File: src/rtl/mc_pkg.sv
// Shared types and encodings for the multi-cycle MIPS control FSM.
package mc_pkg;

   typedef enum logic [3:0] {
      ST_IDLE   = 4'd0,
      ST_FETCH  = 4'd1,
      ST_DECODE = 4'd2,
      ST_MADDR  = 4'd3,
      ST_MRD    = 4'd4,
      ST_MWB    = 4'd5,
      ST_MWR    = 4'd6,
      ST_REXE   = 4'd7,
      ST_RWB    = 4'd8,
      ST_IEXE   = 4'd9,
      ST_IWB    = 4'd10,
      ST_BRN    = 4'd11,
      ST_JMP    = 4'd12
   } state_e;

   localparam logic [5:0] OP_RTYPE = 6'h00;
   localparam logic [5:0] OP_LW    = 6'h23;
   localparam logic [5:0] OP_SW    = 6'h2B;
   localparam logic [5:0] OP_BEQ   = 6'h04;
   localparam logic [5:0] OP_J     = 6'h02;
   localparam logic [5:0] OP_ADDI  = 6'h08;

   typedef enum logic [2:0] {
      ALU_ADD   = 3'b000,
      ALU_SUB   = 3'b001,
      ALU_FUNCT = 3'b010
   } alu_op_e;

   typedef enum logic [1:0] {
      PC_ALU    = 2'b00,
      PC_ALUOUT = 2'b01,
      PC_JUMP   = 2'b10
   } pc_src_e;

   typedef enum logic [1:0] {
      SRCB_REG    = 2'b00,
      SRCB_FOUR   = 2'b01,
      SRCB_IMM    = 2'b10,
      SRCB_IMM_SH = 2'b11
   } srcb_e;

   typedef struct packed {
      logic    mem_rd;
      logic    mem_wrt;
      logic    iord;
      logic    pc_wrt;
      logic    pc_wrt_cond;
      pc_src_e pc_src;
      logic    alu_src_a;
      srcb_e   alu_src_b;
      alu_op_e alu_op;
      logic    reg_dst;
      logic    reg_wrt;
      logic    mem_to_reg;
   } ctrl_t;

   // Moore control word for a state; FETCH write strobes are added by the done term.
   function automatic ctrl_t decode_ctrl(state_e s);
      ctrl_t c;
      c = '0;
      case (s)
         ST_FETCH: begin
            c.mem_rd    = 1'b1;
            c.alu_src_b = SRCB_FOUR;
         end
         ST_DECODE: c.alu_src_b = SRCB_IMM_SH;
         ST_MADDR: begin
            c.alu_src_a = 1'b1;
            c.alu_src_b = SRCB_IMM;
         end
         ST_MRD: begin
            c.mem_rd = 1'b1;
            c.iord   = 1'b1;
         end
         ST_MWB: begin
            c.reg_wrt    = 1'b1;
            c.mem_to_reg = 1'b1;
         end
         ST_MWR: begin
            c.mem_wrt = 1'b1;
            c.iord    = 1'b1;
         end
         ST_REXE: begin
            c.alu_src_a = 1'b1;
            c.alu_op    = ALU_FUNCT;
         end
         ST_RWB: begin
            c.reg_wrt = 1'b1;
            c.reg_dst = 1'b1;
         end
         ST_IEXE: begin
            c.alu_src_a = 1'b1;
            c.alu_src_b = SRCB_IMM;
         end
         ST_IWB: c.reg_wrt = 1'b1;
         ST_BRN: begin
            c.alu_src_a   = 1'b1;
            c.alu_op      = ALU_SUB;
            c.pc_wrt_cond = 1'b1;
            c.pc_src      = PC_ALUOUT;
         end
         ST_JMP: begin
            c.pc_wrt = 1'b1;
            c.pc_src = PC_JUMP;
         end
         default: c = '0;
      endcase
      return c;
   endfunction

   function automatic logic is_mem_state(state_e s);
      return (s == ST_FETCH) || (s == ST_MRD) || (s == ST_MWR);
   endfunction

   function automatic logic op_legal(logic [5:0] op);
      return (op == OP_RTYPE) || (op == OP_LW) || (op == OP_SW) ||
             (op == OP_BEQ) || (op == OP_J) || (op == OP_ADDI);
   endfunction

endpackage

File: src/rtl/mem_wait_ctr.sv
// Memory wait counter: completion (handshake or fixed latency) and handshake timeout.
module mem_wait_ctr #(
   parameter bit          MEM_HS  = 1'b1,
   parameter int unsigned MEM_LAT = 2,
   parameter int unsigned MEM_TMO = 64
) (
   input  logic clk,
   input  logic rst,
   input  logic active,
   input  logic mem_ready,
   output logic done_c,
   output logic tmo_c
);

   localparam int unsigned CNT_MAX = (MEM_LAT > MEM_TMO) ? MEM_LAT : MEM_TMO;
   localparam int unsigned CTR_W   = (CNT_MAX > 1) ? $clog2(CNT_MAX) : 1;

   logic [CTR_W-1:0] ctr;
   logic             lat_hit_c;
   logic             tmo_hit_c;

   assign lat_hit_c = (ctr == CTR_W'(MEM_LAT - 1));
   assign tmo_hit_c = (ctr == CTR_W'(MEM_TMO - 1));

   assign done_c = active && (MEM_HS ? mem_ready : lat_hit_c);
   assign tmo_c  = active && MEM_HS && !mem_ready && tmo_hit_c;

   // Counts wait cycles within one memory state; returns to zero when the state is left.
   always_ff @(posedge clk or posedge rst) begin
      if (rst) begin
         ctr <= '0;
      end else if (active && !done_c && !tmo_c) begin
         ctr <= ctr + CTR_W'(1);
      end else begin
         ctr <= '0;
      end
   end

endmodule

File: src/rtl/mc_ctrl_fsm.sv
// Multi-cycle control FSM for the 32-bit MIPS core (FETCH/DECODE/EXEC/MEM/WB sequencing).
module mc_ctrl_fsm
   import mc_pkg::*;
#(
   parameter bit          MEM_HS  = 1'b1,
   parameter int unsigned MEM_LAT = 2,
   parameter int unsigned MEM_TMO = 64,
   parameter int unsigned RET_W   = 32
) (
   input  logic             clk,
   input  logic             rst,
   input  logic [5:0]       opcode,
   input  logic             zero,
   input  logic             mem_ready,
   output logic             mem_rd,
   output logic             mem_wrt,
   output logic             iord,
   output logic             ir_wrt,
   output logic             pc_wrt,
   output logic             pc_wrt_cond,
   output logic [1:0]       pc_src,
   output logic             alu_src_a,
   output logic [1:0]       alu_src_b,
   output logic [2:0]       alu_op,
   output logic             reg_dst,
   output logic             reg_wrt,
   output logic             mem_to_reg,
   output logic             illegal,
   output logic             mem_err,
   output logic [RET_W-1:0] retired
);

   state_e state;
   state_e state_nx;
   ctrl_t  ctrl_q;
   logic   mem_act_c;
   logic   done_c;
   logic   tmo_c;
   logic   fetch_done_c;
   logic   retire_c;
   logic   unused_zero_c;

   // The branch condition is applied in the datapath through pc_wrt_cond.
   assign unused_zero_c = zero;

   assign mem_act_c = is_mem_state(state);

   mem_wait_ctr #(
      .MEM_HS  (MEM_HS),
      .MEM_LAT (MEM_LAT),
      .MEM_TMO (MEM_TMO)
   ) u_wait (
      .clk       (clk),
      .rst       (rst),
      .active    (mem_act_c),
      .mem_ready (mem_ready),
      .done_c    (done_c),
      .tmo_c     (tmo_c)
   );

   always_comb begin
      state_nx = state;
      case (state)
         ST_IDLE:   if (!mem_err) state_nx = ST_FETCH;
         ST_FETCH: begin
            if (tmo_c)       state_nx = ST_IDLE;
            else if (done_c) state_nx = ST_DECODE;
         end
         ST_DECODE: begin
            case (opcode)
               OP_RTYPE:     state_nx = ST_REXE;
               OP_LW, OP_SW: state_nx = ST_MADDR;
               OP_BEQ:       state_nx = ST_BRN;
               OP_J:         state_nx = ST_JMP;
               OP_ADDI:      state_nx = ST_IEXE;
               default:      state_nx = ST_FETCH;
            endcase
         end
         ST_MADDR:  state_nx = (opcode == OP_LW) ? ST_MRD : ST_MWR;
         ST_MRD: begin
            if (tmo_c)       state_nx = ST_IDLE;
            else if (done_c) state_nx = ST_MWB;
         end
         ST_MWR: begin
            if (tmo_c)       state_nx = ST_IDLE;
            else if (done_c) state_nx = ST_FETCH;
         end
         ST_REXE:   state_nx = ST_RWB;
         ST_IEXE:   state_nx = ST_IWB;
         ST_MWB, ST_RWB, ST_IWB, ST_BRN, ST_JMP: state_nx = ST_FETCH;
         default:   state_nx = ST_IDLE;
      endcase
   end

   assign fetch_done_c = (state == ST_FETCH) && done_c;
   assign retire_c     = (state == ST_MWB) || (state == ST_RWB) || (state == ST_IWB) ||
                         (state == ST_BRN) || (state == ST_JMP) ||
                         ((state == ST_MWR) && done_c);

   // Control word is registered from the next state so it lines up with the state register.
   always_ff @(posedge clk or posedge rst) begin
      if (rst) begin
         state   <= ST_IDLE;
         ctrl_q  <= '0;
         mem_err <= 1'b0;
         retired <= '0;
      end else begin
         state  <= state_nx;
         ctrl_q <= decode_ctrl(state_nx);
         if (tmo_c)    mem_err <= 1'b1;
         if (retire_c) retired <= retired + RET_W'(1);
      end
   end

   assign mem_rd      = ctrl_q.mem_rd;
   assign mem_wrt     = ctrl_q.mem_wrt;
   assign iord        = ctrl_q.iord;
   assign ir_wrt      = fetch_done_c;
   assign pc_wrt      = ctrl_q.pc_wrt | fetch_done_c;
   assign pc_wrt_cond = ctrl_q.pc_wrt_cond;
   assign pc_src      = ctrl_q.pc_src;
   assign alu_src_a   = ctrl_q.alu_src_a;
   assign alu_src_b   = ctrl_q.alu_src_b;
   assign alu_op      = ctrl_q.alu_op;
   assign reg_dst     = ctrl_q.reg_dst;
   assign reg_wrt     = ctrl_q.reg_wrt;
   assign mem_to_reg  = ctrl_q.mem_to_reg;
   assign illegal     = (state == ST_DECODE) && !op_legal(opcode);

endmodule
File: config.mk
export PLATFORM = sky130hd
export DESIGN_NAME = mc_ctrl_fsm
export DESIGN_NICKNAME = d
export VERILOG_FILES = /design/src/rtl/mc_pkg.sv /design/src/rtl/mem_wait_ctr.sv /design/src/rtl/mc_ctrl_fsm.sv
export SDC_FILE = /design/constraint.sdc
export NUM_CORES = 1
export LEC_CHECK = 0
export ABC_AREA = 0
export BUFFER_PORTS_ARGS = -buffer_cell sky130_fd_sc_hd__buf_2
export CAP_MARGIN = 15
export CORE_AREA = 3 3 88 90
export CTS_CLUSTER_DIAMETER = 50
export DETAILED_ROUTE_END_ITERATION = 16
export DIE_AREA = 0 0 91 93
export PLACE_DENSITY_LB_ADDON = 0.2
export REMOVE_ABC_BUFFERS = 1
export SLEW_MARGIN = 25
export SYNTH_ARGS = -nofsm -noshare
export SYNTH_HDL_FRONTEND = slang
export SYNTH_SLANG_ARGS = --single-unit
File: constraint.sdc
create_clock -name clk -period 2 [get_ports clk]
set_input_delay 0.2 -clock clk [delete_from_list [all_inputs] [get_ports clk]]
set_output_delay 0.2 -clock clk [all_outputs]
set_load 0.1 [all_outputs]
==> results.md <==
* Commonest non-fill, non-tap cell in the layout: buf_2
* GRT Total Usage at 0.155
* Reg2Reg Launch Point: state[2]
* Startpoint Class: flop
* Min-delay src: mem_ready
* Post-route cell area at approximately 3800 um2
* Hold endpoint: mem_to_reg
* Die Ht at a little over 90 um
* DRT Pass-1 Iters at 4
* DR iter-0 viols at 39
* Slew HR at 0.638
* Fillers at approximately 700
* TritonCTS clock tree: yes
* Mean post-synth cell area at roughly 10 um2
* Setup violators final at 2
* Worst Hold Class: input port to flop
* Asr flop ratio synth at 1.00
* CTS sink cnt at 57
* Worst VDD drop at about 0.73 mV
* Htree depth at 3
* Clk_lat worst skew at 330 ps
* Worst Setup Path Type: flop to output port
* Routed Wire Length at about 6 mm
* Largest register FFs at 32
* Vias at ~2300
* Area occupied by multi-input gates at approximately 1300 um2
* DRC Markers at 0
* Status: finished with violations
* CP max stage delay at slightly above 500 ps
* Die Wd at approximately 91 um
* Lkg Pwr at 1.86 nW
* Post-synthesis sequential area ratio at 0.507
* Final Critical Period at just over 2000 ps
* Drt wl/cell at roughly 13 um
* EDFF count, synth at 0
* RSZ-0062 raised after global routing: true
* Antenna violations before repair at 0
* Antenna cells at 0
* CTS Buffer Depth at 2
* Max-slew violation count at 0
* Max-cap viol count at 0
* Largest net degree at the start of global routing at 26
* Peak Freq at 0.492 GHz
* Congestion Overflow GR at 0
* Part of the cycle the worst path needs at 1.02
* Port buffer count at 58
* Initial Util at 0.394
* Via-to-Cell Ratio at between 4 and 5
* Crit path max-delay family: simple AND/OR/NAND/NOR gates
* Detail Placement HPWL at around 4.5 mm
* Cell variety after synth at 50
* Synthesis-to-finish area growth at 34.0%
* WHS Path Cells at 3
* Worst hold slack at between 150 and 200 ps
* Most frequent cell on the critical path: buf_4
* CP max-delay cell: or4b_4
* FF-to-FF setup slack at 0 ps
* Full die area at about 8500 um2
* CTS Root Cell: clkbuf_8
* Row count at 31
* Largest regs: retired: 32 flops, u_wait.ctr: 6 flops, state: 4 flops
* Top FF cell, synth: dfrtp_1
* Layout net count at 377
* Flops & latches, synth at 57
* Required @ worst endpoint at 1800 ps
* GP Congestion at approximately 0.8
* RR Endpoint: mem_rd
* Syn Std Cell Area at approximately 2800 um2
* Synth Instances at between 200 and 300
* Clock skew at 6.12 ps
* Worst-margin pin slew at around 540 ps
* Tot Pwr at approximately 0.005 W
* WP buf/inv at 3
* Final hold violations at 0
* Failing checks: setup timing
* Crit path cell chain: buf_4 > or4b_4 > a211oi_2 > buf_4 > buf_12
* FF+latch area at around 1400 um2
* Vias in the first global route at about 2300
* Worst setup margin at -34.3 ps
* Core region area at around 7000 um2
* Power Density at 1310 nW/um2
* Share of cells above drive strength 1 at 0.385
* Ports at 61
* Ys Warns at 0
* Clock transition at path regs at about 60 ps
* Reg2Reg Depth at 7
* Crit path capture type: output port
* First-pass GRT wire length at between 10 and 15 mm
* Top reg by flops: retired
* Worst-path fanout max at 3
* Number of routed nets with antenna violations at 0
* Worst EP arrival at approximately 1800 ps
* Placed cell area at 3470 um2
* Cts bufs inserted at 9
* Most frequent cells in the layout: 55 x buf_2, 54 x dfrtp_1, 34 x buf_4
Yosys cell counts, drive strengths merged (3+ instances only):
master   instances  area, um2
nor2b            3       18.8
buf             12       86.3
nor3b            4       30.0
nor4             3       40.0
or2              5       31.3
a2111oi          3       32.5
xnor2           21        184
dfrtp           57       1430
nand4            8       50.1
a21o             4       30.0
nand2b           5       31.3
inv             11       41.3
o21ai            5       25.0
nor3            17       90.1
nor2            27        101
xor2            15        131
nand3           14       70.1
nand2           16       60.1
and3             8       52.6
a211oi           3       27.5
timing repair:
action | CTS | global route
endpoints found under the hold margin | 21 | 0
resized for setup | 9 | 15
pin swaps | 3 | 5
endpoints found under the setup margin | 9 | 20
hold buffers | 1 | 0
buffers inserted | 1 | 2
routing by layer:
layer  vias to the layer above  routed length [um]  GRT usage
met3                         6                 275     0.0386
met5                         -                   0          0
met4                         0                  55     0.0716
met2                        43                2970      0.259
li1                       1130                   -          -
met1                      1077                2690      0.189
final cells by class:
| type | count | area share |
|---|---|---|
| Sequential cell | 57 | 0.379 |
| Multi-Input combinational cell | 190 | 0.356 |
| Timing Repair Buffer | 96 | 0.173 |
| Clock buffer | 13 | 0.0448 |
| Tap cell | 99 | 0.0329 |
| Inverter | 11 | 0.0110 |
| Clock inverter | 2 | 0.00332 |
worst reg2reg max path, stage by stage (launching register included):
cell	delay (ps)
dfrtp_2	350
buf_4	140
or3b_4	390
a21o_1	180
o32a_4	220
buf_6	140
or3_1	320
a211oi_2	180
stage by stage:
step,std cells,setup TNS [ps],setup WS (ps),utilization
after floorplan,258,-15670,-1770,-
after global placement,450,0,4.83,0.486
after detailed placement,450,-227,-61.3,0.486
after CTS,466,-110,-74.8,0.517
after global routing,468,-283,-102,0.528
final,468,-37.6,-34.3,0.528
kinds of logic (layout without fill, tap and decap cells):
kind of cell	Yosys count	in the layout	share of synthesized area
muxes	1	1	0.00400
adders and majority gates	2	2	0.00890
and+or+nand+nor	125	125	0.251
xor gates and xnor gates	36	36	0.112
AOI/OAI and AO/OA	25	25	0.0676
DFF	57	57	0.507
other	1	1	0.00133
buffers and inverters	25	122	0.0480
how the worst max path moves through the flow:
stage                         from  slack [ps]           end  cells after the start
after floorplan           state[3]       -1770        pc_wrt                      3
after global placement    state[2]           5        mem_rd                      6
after detailed placement  state[2]         -60  alu_src_b[0]                      7
after CTS                 state[2]         -70       illegal                      5
after global routing      state[2]        -100       illegal                      5
final                     state[2]         -30       illegal                      5
report_power, final:
part           total (W)  switching (W)  internal [W]
Combinational    0.00255        0.00175      0.000796
Clock           0.000973       0.000431      0.000542
Sequential       0.00144       0.000112       0.00133
Total            0.00496        0.00229       0.00266
No activity file was read; power rests on OpenSTA's default activity.
